--- config.mk ---
export PLATFORM = sky130hd
export DESIGN_NAME = fifo_master_ctrl
export DESIGN_NICKNAME = d
export VERILOG_FILES = /design/src/rtl/fifo_master_pkg.sv /design/src/rtl/fifo_master_ctrl_core.sv /design/src/rtl/fifo_master_ctrl.sv
export SDC_FILE = /design/constraint.sdc
export NUM_CORES = 1
export LEC_CHECK = 0
export CAP_MARGIN = 20
export CORE_UTILIZATION = 43
export CTS_CLUSTER_SIZE = 10
export DETAILED_ROUTE_END_ITERATION = 6
export PLACE_DENSITY = 0.62
export SYNTH_ARGS = -nofsm -noshare
export SYNTH_HDL_FRONTEND = slang
export SYNTH_SLANG_ARGS = --single-unit
--- constraint.sdc ---
create_clock -name clk -period 6.9 [get_ports clk]
set_clock_uncertainty 0.05 [all_clocks]
set_input_delay 1.38 -clock clk [delete_from_list [all_inputs] [get_ports clk]]
set_output_delay 1.38 -clock clk [all_outputs]
set_load 0.05 [all_outputs]
--- src/rtl/fifo_master_pkg.sv ---
// Shared register map and bit positions for the FIFO master register block.
package fifo_master_pkg;

  localparam int REG_DATA     = 0;
  localparam int REG_STAT     = 1;
  localparam int REG_LEVEL    = 2;
  localparam int REG_CTRL     = 3;
  localparam int REG_AF_THR   = 4;
  localparam int REG_AE_THR   = 5;
  localparam int REG_IRQ_MASK = 6;

  localparam int STAT_EMPTY = 0;
  localparam int STAT_FULL  = 1;
  localparam int STAT_OVF   = 2;
  localparam int STAT_UDF   = 3;
  localparam int STAT_AF    = 4;
  localparam int STAT_AE    = 5;
  localparam int STAT_W     = 6;

  localparam int CTRL_EN    = 0;
  localparam int CTRL_FLUSH = 1;

endpackage

--- src/rtl/fifo_master_ctrl_core.sv ---
// Bus-agnostic synchronous FIFO: storage, wrapping pointers, level counter, flush.
module sync_fifo_core #(
  parameter int DATA_W = 8,
  parameter int DEPTH  = 16
) (
  input  logic                       clk,
  input  logic                       rst_n,
  input  logic                       push,
  input  logic                       pop,
  input  logic                       flush,
  input  logic [DATA_W-1:0]          wdata,
  output logic [DATA_W-1:0]          head,
  output logic [$clog2(DEPTH):0]     level,
  output logic                       full,
  output logic                       empty
);

  localparam int AW = $clog2(DEPTH);
  localparam int LW = AW + 1;

  logic [DATA_W-1:0] mem_q [DEPTH];
  logic [AW-1:0]     wr_ptr_q, wr_ptr_d;
  logic [AW-1:0]     rd_ptr_q, rd_ptr_d;
  logic [LW-1:0]     level_q, level_d;
  logic              do_push, do_pop;

  assign full    = (level_q == LW'(DEPTH));
  assign empty   = (level_q == '0);
  assign do_push = push && !full;
  assign do_pop  = pop && !empty;

  always_comb begin
    wr_ptr_d = wr_ptr_q;
    rd_ptr_d = rd_ptr_q;
    level_d  = level_q;
    if (flush) begin
      wr_ptr_d = '0;
      rd_ptr_d = '0;
      level_d  = '0;
    end else if (do_push) begin
      wr_ptr_d = wr_ptr_q + AW'(1);
      level_d  = level_q + LW'(1);
    end else if (do_pop) begin
      rd_ptr_d = rd_ptr_q + AW'(1);
      level_d  = level_q - LW'(1);
    end
  end

  always_ff @(posedge clk or negedge rst_n) begin
    if (!rst_n) begin
      wr_ptr_q <= '0;
      rd_ptr_q <= '0;
      level_q  <= '0;
    end else begin
      wr_ptr_q <= wr_ptr_d;
      rd_ptr_q <= rd_ptr_d;
      level_q  <= level_d;
    end
  end

  // NOTE: storage has no reset; contents are never observable before being written.
  always_ff @(posedge clk) begin
    if (do_push && !flush) mem_q[wr_ptr_q] <= wdata;
  end

  assign head  = mem_q[rd_ptr_q];
  assign level = level_q;

endmodule

--- src/rtl/fifo_master_ctrl.sv ---
// Register-mapped FIFO master: decode, sticky flags, thresholds, registered response and irq.
module fifo_master_ctrl
  import fifo_master_pkg::*;
#(
  parameter int DATA_W = 8,
  parameter int DEPTH  = 16,
  parameter int ADDR_W = 3
) (
  input  logic              clk,
  input  logic              rst_n,
  input  logic              enable,
  input  logic [ADDR_W-1:0] addr,
  input  logic              write,
  input  logic              read,
  input  logic [DATA_W-1:0] wdata,
  output logic [DATA_W-1:0] rdata,
  output logic              resp,
  output logic              resp_err,
  output logic              irq
);

  localparam int LVL_W = $clog2(DEPTH) + 1;

  logic [DATA_W-1:0] rdata_q, rdata_d;
  logic              resp_q, resp_d;
  logic              resp_err_q, resp_err_d;
  logic              irq_q, irq_d;
  logic              en_q, en_d;
  logic              ovf_q, ovf_d;
  logic              udf_q, udf_d;
  logic [LVL_W-1:0]  af_thr_q, af_thr_d;
  logic [LVL_W-1:0]  ae_thr_q, ae_thr_d;
  logic [STAT_W-1:0] irq_mask_q, irq_mask_d;

  logic              push, pop, flush;
  logic [DATA_W-1:0] head;
  logic [LVL_W-1:0]  level;
  logic              full, empty;
  logic [STAT_W-1:0] stat;

  sync_fifo_core #(
    .DATA_W (DATA_W),
    .DEPTH  (DEPTH)
  ) u_core (
    .clk   (clk),
    .rst_n (rst_n),
    .push  (push),
    .pop   (pop),
    .flush (flush),
    .wdata (wdata),
    .head  (head),
    .level (level),
    .full  (full),
    .empty (empty)
  );

  always_comb begin
    stat             = '0;
    stat[STAT_EMPTY] = empty;
    stat[STAT_FULL]  = full;
    stat[STAT_OVF]   = ovf_q;
    stat[STAT_UDF]   = udf_q;
    stat[STAT_AF]    = (level >= af_thr_q);
    stat[STAT_AE]    = (level <= ae_thr_q);
  end

  // NOTE: every combinational output gets a default first so no latch can be inferred.
  always_comb begin
    rdata_d    = '0;
    resp_d     = 1'b0;
    resp_err_d = 1'b0;
    en_d       = en_q;
    ovf_d      = ovf_q;
    udf_d      = udf_q;
    af_thr_d   = af_thr_q;
    ae_thr_d   = ae_thr_q;
    irq_mask_d = irq_mask_q;
    push       = 1'b0;
    pop        = 1'b0;
    flush      = 1'b0;

    if (enable && write && read) begin
      resp_d     = 1'b1;
      resp_err_d = 1'b1;
    end else if (enable && (write || read)) begin
      resp_d = 1'b1;
      case (addr)
        ADDR_W'(REG_DATA): begin
          if (!en_q) begin
            resp_err_d = 1'b1;
          end else if (write) begin
            if (full) begin
              resp_err_d = 1'b1;
              ovf_d      = 1'b1;
            end else begin
              push = 1'b1;
            end
          end else begin
            if (empty) begin
              resp_err_d = 1'b1;
              udf_d      = 1'b1;
            end else begin
              pop     = 1'b1;
              rdata_d = head;
            end
          end
        end
        ADDR_W'(REG_STAT): begin
          if (write) begin
            if (wdata[STAT_OVF]) ovf_d = 1'b0;
            if (wdata[STAT_UDF]) udf_d = 1'b0;
          end else begin
            rdata_d = DATA_W'(stat);
          end
        end
        ADDR_W'(REG_LEVEL): begin
          if (read) rdata_d = DATA_W'(level);
        end
        ADDR_W'(REG_CTRL): begin
          if (write) begin
            en_d  = wdata[CTRL_EN];
            flush = wdata[CTRL_FLUSH];
          end else begin
            rdata_d = DATA_W'(en_q);
          end
        end
        ADDR_W'(REG_AF_THR): begin
          if (write) af_thr_d = wdata[LVL_W-1:0];
          else       rdata_d  = DATA_W'(af_thr_q);
        end
        ADDR_W'(REG_AE_THR): begin
          if (write) ae_thr_d = wdata[LVL_W-1:0];
          else       rdata_d  = DATA_W'(ae_thr_q);
        end
        ADDR_W'(REG_IRQ_MASK): begin
          if (write) irq_mask_d = wdata[STAT_W-1:0];
          else       rdata_d    = DATA_W'(irq_mask_q);
        end
        default: resp_err_d = 1'b1;
      endcase
    end

    // Registered from current flags, so irq trails any flag or mask change by one cycle.
    irq_d = |(stat & irq_mask_q);
  end

  // NOTE: sequential state uses non-blocking assignments only.
  always_ff @(posedge clk or negedge rst_n) begin
    if (!rst_n) begin
      rdata_q    <= '0;
      resp_q     <= 1'b0;
      resp_err_q <= 1'b0;
      irq_q      <= 1'b0;
      en_q       <= 1'b1;
      ovf_q      <= 1'b0;
      udf_q      <= 1'b0;
      af_thr_q   <= LVL_W'(DEPTH - 1);
      ae_thr_q   <= LVL_W'(1);
      irq_mask_q <= '0;
    end else begin
      rdata_q    <= rdata_d;
      resp_q     <= resp_d;
      resp_err_q <= resp_err_d;
      irq_q      <= irq_d;
      en_q       <= en_d;
      ovf_q      <= ovf_d;
      udf_q      <= udf_d;
      af_thr_q   <= af_thr_d;
      ae_thr_q   <= ae_thr_d;
      irq_mask_q <= irq_mask_d;
    end
  end

  assign rdata    = rdata_q;
  assign resp     = resp_q;
  assign resp_err = resp_err_q;
  assign irq      = irq_q;

endmodule
# Word-level counts from Yosys, hierarchy flattened
# Memories as Yosys holds them, arrays and structs flattened.
# Index checks and enable logic that the tools add are counted.
word_totals:
  register_bits: 43
  mem_bits_rw: 128
  inputBits: 16
  out_inout_bits: 11
  n_memories: 1
classes:
  addsub: 4
  order_cmp: 2
  n_eq_ne: 16
  n_mux: 59
  n_bitwise: 2
  n_reduce_logical: 25
mem_list:
  columns: ["name", "depth", "width", "rd", "rd_clocked_by_memory_dff", "wr", "line", "text"]
  rows:
  - ["u_core.mem_q", 16, 8, 1, 0, 1, "fifo_master_ctrl_core.sv:21", "logic [DATA_W-1:0] mem_q [DEPTH];"]
ops:
  columns: ["cell", "count"]
  rows:
  - ["one-hot mux 8 bit (7 select lines)", 1]
  - ["2-to-1 mux 8 bit", 5]
  - ["2-to-1 mux 1 bit", 37]
  - ["2-to-1 mux 5 bit", 6]
  - ["2-to-1 mux 4 bit", 5]
  - ["!= test 2 bit, second input constant", 8]
  - ["AND reduction 4 bit", 4]
  - ["AND reduction 8 bit", 2]
  - ["2-to-1 mux 6 bit", 2]
  - ["OR reduction 6 bit", 2]
  - ["== test 3 bit, second input constant", 3]
  - ["adder 4 x 1 -> 4 bit, second input constant", 2]
  - ["AND 6 bit", 1]
  - ["== test 3 x 2 -> 1 bit, second input constant", 2]
  - ["logical AND 1 bit", 6]
  - ["one-hot mux 1 bit (2 select lines)", 3]
  - ["nonzero test 2 bit", 3]
  - ["adder 5 x 1 -> 5 bit, second input constant", 1]
  - ["== test 5 bit, second input constant", 1]
  - [">= comparator 5 bit", 1]
  - ["<= comparator 5 bit", 1]
  - ["zero test 5 bit", 1]
  - ["subtractor 5 x 1 -> 5 bit, second input constant", 1]
  - ["== test 3 x 1 -> 1 bit, second input constant", 1]
  - ["7 further kinds", 9]

# Logic depth before layout (Yosys ltp)
logic_depth:
  depth_word: 11
  ltp_mapped: 9

# Modules after synthesis
# A second synthesis with hierarchy kept.
hier_totals:
  cells_unflattened: 526
  area_unflattened_um2: 7754.9
modules_own_cells:
  columns: ["module", "instances", "cells_each", "area_per_inst_um2", "seq_area_each_um2"]
  rows:
  - ["sync_fifo_core", 1, 348, 5908.2, 4169.0]
  - ["fifo_master_ctrl", 1, 178, 1846.8, 758.2]

# Worst setup path before layout
# Ideal clock, no wire load.
synth_timing:
  path_type: "input to register"
  from: "input port addr[2]"
  to: "register u_core.level_q[4] (netlist: u_core.level[4])"
  setup_ns: 0.143
  t_arrival_ns: 3.644
  setup_slack_ns: 3.063
  path_stages: 8
  path_cell_list: "or3b_1 > a2111oi_4 > inv_2 > fa_1 > a21o_1 > a21oi_1 > mux2_2 > mux2i_1"
synth_via:
  elab_chain_cells: 7
  elab_cells_between_ends: 16
synth_rtl:
  columns: ["item", "line", "text"]
  rows:
  - ["start, declared", "fifo_master_ctrl.sv:12", "input logic [ADDR_W-1:0] addr,"]
  - ["zero test 3 bit", "fifo_master_ctrl.sv:87", "case (addr)"]
  - ["2-to-1 mux 1 bit", "fifo_master_ctrl.sv:87", null]
  - ["2-to-1 mux 1 bit", "fifo_master_ctrl.sv:85", "end else if (enable && (write || read)) begin"]
  - ["2-to-1 mux 1 bit", "fifo_master_ctrl.sv:82", "if (enable && write && read) begin"]
  - ["logical AND 1 bit", "fifo_master_ctrl_core.sv:29", "assign do_push = push && !full;"]
  - ["2-to-1 mux 5 bit", "fifo_master_ctrl_core.sv:40", "end else if (do_push) begin"]
  - ["2-to-1 mux 5 bit", "fifo_master_ctrl_core.sv:36", "if (flush) begin"]
  - ["end signal, assigned", "fifo_master_ctrl_core.sv:57", "level_q <= level_d;"]
  - ["end, declared", "fifo_master_ctrl_core.sv:24", "logic [LW-1:0] level_q, level_d;"]
# Parallel ways exist; a longest one is shown, timed or not.
# A chain may end at the register's enable or synchronous reset.

# Worst setup path after layout
layout_timing:
  from: "input port addr[1]"
  to: "register u_core.level_q[4] (netlist: u_core.level[4])"
# The elaborated chain is that of the path after synthesis.

==> results.json <==
{
  "r2r-end": "u_core.level[4]",
  "syn_nets": 536,
  "ctsResizeCount": 0,
  "timing.hold.worst.class": "flop to flop",
  "post_layout_nonfiller_instances": 771,
  "placed_cells_incl_taps": 737,
  "finalSetupViolations": 0,
  "worstSkewPairLatency_ns": 0.42,
  "die_area_mm2": 0.0181,
  "numPortBuffers": 26,
  "leakage_nw": 3.00,
  "leading_cell_types_by_total_area_after_synthesis": "edfxtp_1 51%, dfrtp_1 12%, mux4_2 7.2%",
  "postPlaceCellArea_mm2": 0.00805,
  "grt_max_degree": 44,
  "synth.largest_area_cell": "edfxtp_1",
  "initial_core_util_pct": 43.7,
  "fp-row-count": 48,
  "detail_route.wl_per_cell_um": 20.9,
  "worst-endpoint-required_ns": 7.13,
  "detailroute.via_count": 4303,
  "post_cts_hold_buffer_count": 0,
  "globalRouteOverflowTotal": 0,
  "dp_hpwl_um": 10600,
  "grt_setup_unrepaired": "no",
  "cts.clk_slew.worst_paths_ns": 0.07,
  "netlist.area_leader.share_pct": 51.0,
  "timing_worst_slew_pin_value_ns": 1.02,
  "critical-path-top-delay-family": "compound AO/OA/AOI/OAI gates",
  "crit_path_start": "addr[1]",
  "clockRootBuffer": "clkbuf_16",
  "number_of_post_cts_setup_repair_buffers": 0,
  "post-route-cell-area_mm2": 0.00869,
  "timing.max_slew.rel_slack_pct": 31.4,
  "ys_async_sr_fraction_pct": 25.1,
  "final_common_cell": "edfxtp_1",
  "antennaDiodeCount": 0,
  "whs_ns": 0.506,
  "startpoint_type": "primary input",
  "postSynthCellCount": 500,
  "antenna_found_initial": 0,
  "number_of_global_route_vias_before_repair": 4304,
  "fin_nets": 569,
  "post-route-drc-count": 0,
  "synth_area_mm2": 0.00754,
  "hold_viol": 0,
  "crit_buf_inv": 2,
  "hold_start": "irq_mask_q[5]",
  "fin_tns_setup_ns": 0,
  "tritoncts": "done",
  "critPathSlowestCell": "a2111oi_4",
  "maxCapViolCount": 0,
  "drt.antenna.violating_nets": 0,
  "cp_data_arrival_time_ns": 4.52,
  "max-clock-path-buffers": 2,
  "min_path_cells": 1,
  "power.density_cell_area_mw_per_mm2": 280,
  "route.detailed.vias_per_inst": 5.58,
  "synthDistinctLibCells": 53,
  "max_freq_mhz": 233,
  "worst_slack_setup_final_ns": 2.61,
  "drt_iter0_markers": 296,
  "timing.critical_path.to_type": "flop",
  "pre_cts_ws_ns": 2.07,
  "number_of_synthesized_flops_with_an_enable_pin": 128,
  "timing.final.crit_share_pct": 62.2,
  "area_delta_synth_final_pct": 15.2,
  "ffs_latches_synth": 171,
  "regToRegStartpoint": "en_q",
  "r2r_setup_slack_ns": 3.64,
  "chipWidth_um": 134,
  "post_synth.cell_area_avg_um2": 15.1,
  "layout_min_cycle_time_ns": 4.29,
  "clock-sinks": 171,
  "grt_pass1_wl_um": 25200,
  "hold_end": "irq_mask_q[5]",
  "run_status": "completed",
  "numCtsBuffers": 17,
  "max_rail_drop_vdd_mv": 0.192,
  "crit_type": "primary input to flop",
  "wl_um": 16100,
  "cp_slowest_stage_delay_ns": 0.60,
  "design.portCount": 27,
  "grt_util_all_layers_pct": 19.4,
  "filler_instances": 1410,
  "slew_viol_final": 0,
  "synth-main-ff-cell": "edfxtp_1",
  "floorplan.die.height_um": 134,
  "drtPass1Iterations": 4,
  "routabilityCongestion": 0.881,
  "post_route_cells_drive_above_1_share_pct": 19.4,
  "cp_max_fo": 13,
  "ys_seq_area_share_pct": 65.4,
  "crit_path_cell_trace": "clkdlybuf4s50_1, or3b_1, a2111oi_4, inv_2, fa_1, a21o_1, a21oi_1, mux2_2, mux2i_1",
  "rr_worst_depth": 8,
  "coreArea_mm2": 0.0172,
  "synth_warn": 0,
  "leading_cell_types_in_the_layout_fill_and_taps_excluded": "128 x edfxtp_1, 36 x dfrtp_1, 33 x nand2_1, 32 x nor2_1, 30 x mux2_2",
  "cts_max_level": 4
}
## metrics by stage
| stage | util (%) | power, mW |
|---|---|---|
| floorplan | - | 1.36 |
| global placement | 46.7 | 1.45 |
| detailed placement | 46.7 | 1.46 |
| CTS | 50.3 | 2.44 |
| global route | 50.4 | 2.51 |
| finish | 50.4 | 2.43 |
## power breakdown
part / internal [mW] / switching [mW]
combinational: 0.107 / 0.147
clock: 0.607 / 0.381
sequential: 1.15 / 0.0393
total: 1.86 / 0.567
## per-layer routing
metal,global-route usage [%],share of wire [%]
met5,0,0
met4,7.87,2.2
met3,3.82,4.3
met2,31.2,49
met1,26.1,44
## flip-flops by register name, summed over array words and instances (netlist names)
signal / count
ae_thr_q: 5
ovf_q: 1
en_q: 1
resp: 1
af_thr_q: 5
udf_q: 1
rdata: 8
resp_err: 1
u_core.wr_ptr_q: 4
u_core.level: 5
u_core.mem_q: 128
u_core.rd_ptr_q: 4
irq_mask_q: 6
irq: 1
## cell type report
type,instances,area (um2),area share (%)
Timing Repair Buffer,35,320,3.69
Clock inverter,8,104,1.20
Inverter,14,52.6,0.605
Multi-Input combinational cell,294,2480,28.5
Tap cell,225,282,3.24
Clock buffer,24,524,6.03
Sequential cell,171,4930,56.7
## synthesized netlist by cell type, types with 5 or more instances
cell	n
o21ai_0	17
nor3_1	10
a21oi_1	17
nand2b_1	7
ha_1	19
mux2_2	30
mux4_2	24
xnor2_1	5
mux2i_1	17
nand2_1	33
edfxtp_1	128
o22ai_1	10
dfstp_2	6
nor2_1	32
clkbuf_1	16
nor2b_1	7
dfrtp_1	37
xor2_1	5
inv_1	13
nand3_1	11
## cell families after synthesis
group,share of synthesized area (%)
compound gates,6.56
xor+xnor,1.16
fa+ha+maj,3.42
buf+inv,1.81
flops,65.4
mux,13.9
simple gates,7.80
## worst max-delay path by stage
| stage | endpoint | slack [ns] | cells past startpoint |
|---|---|---|---|
| CTS | u_core.mem_q[7][7] | 2.50 | 5 |
| detailed placement | u_core.mem_q[7][7] | 2.07 | 5 |
| floorplan | u_core.level[4] | 3.06 | 8 |
| finish | u_core.level[4] | 2.61 | 9 |
| global placement | u_core.mem_q[7][6] | 2.18 | 5 |
| global route | u_core.level[4] | 2.37 | 9 |
(Power assumes the default switching activity.)
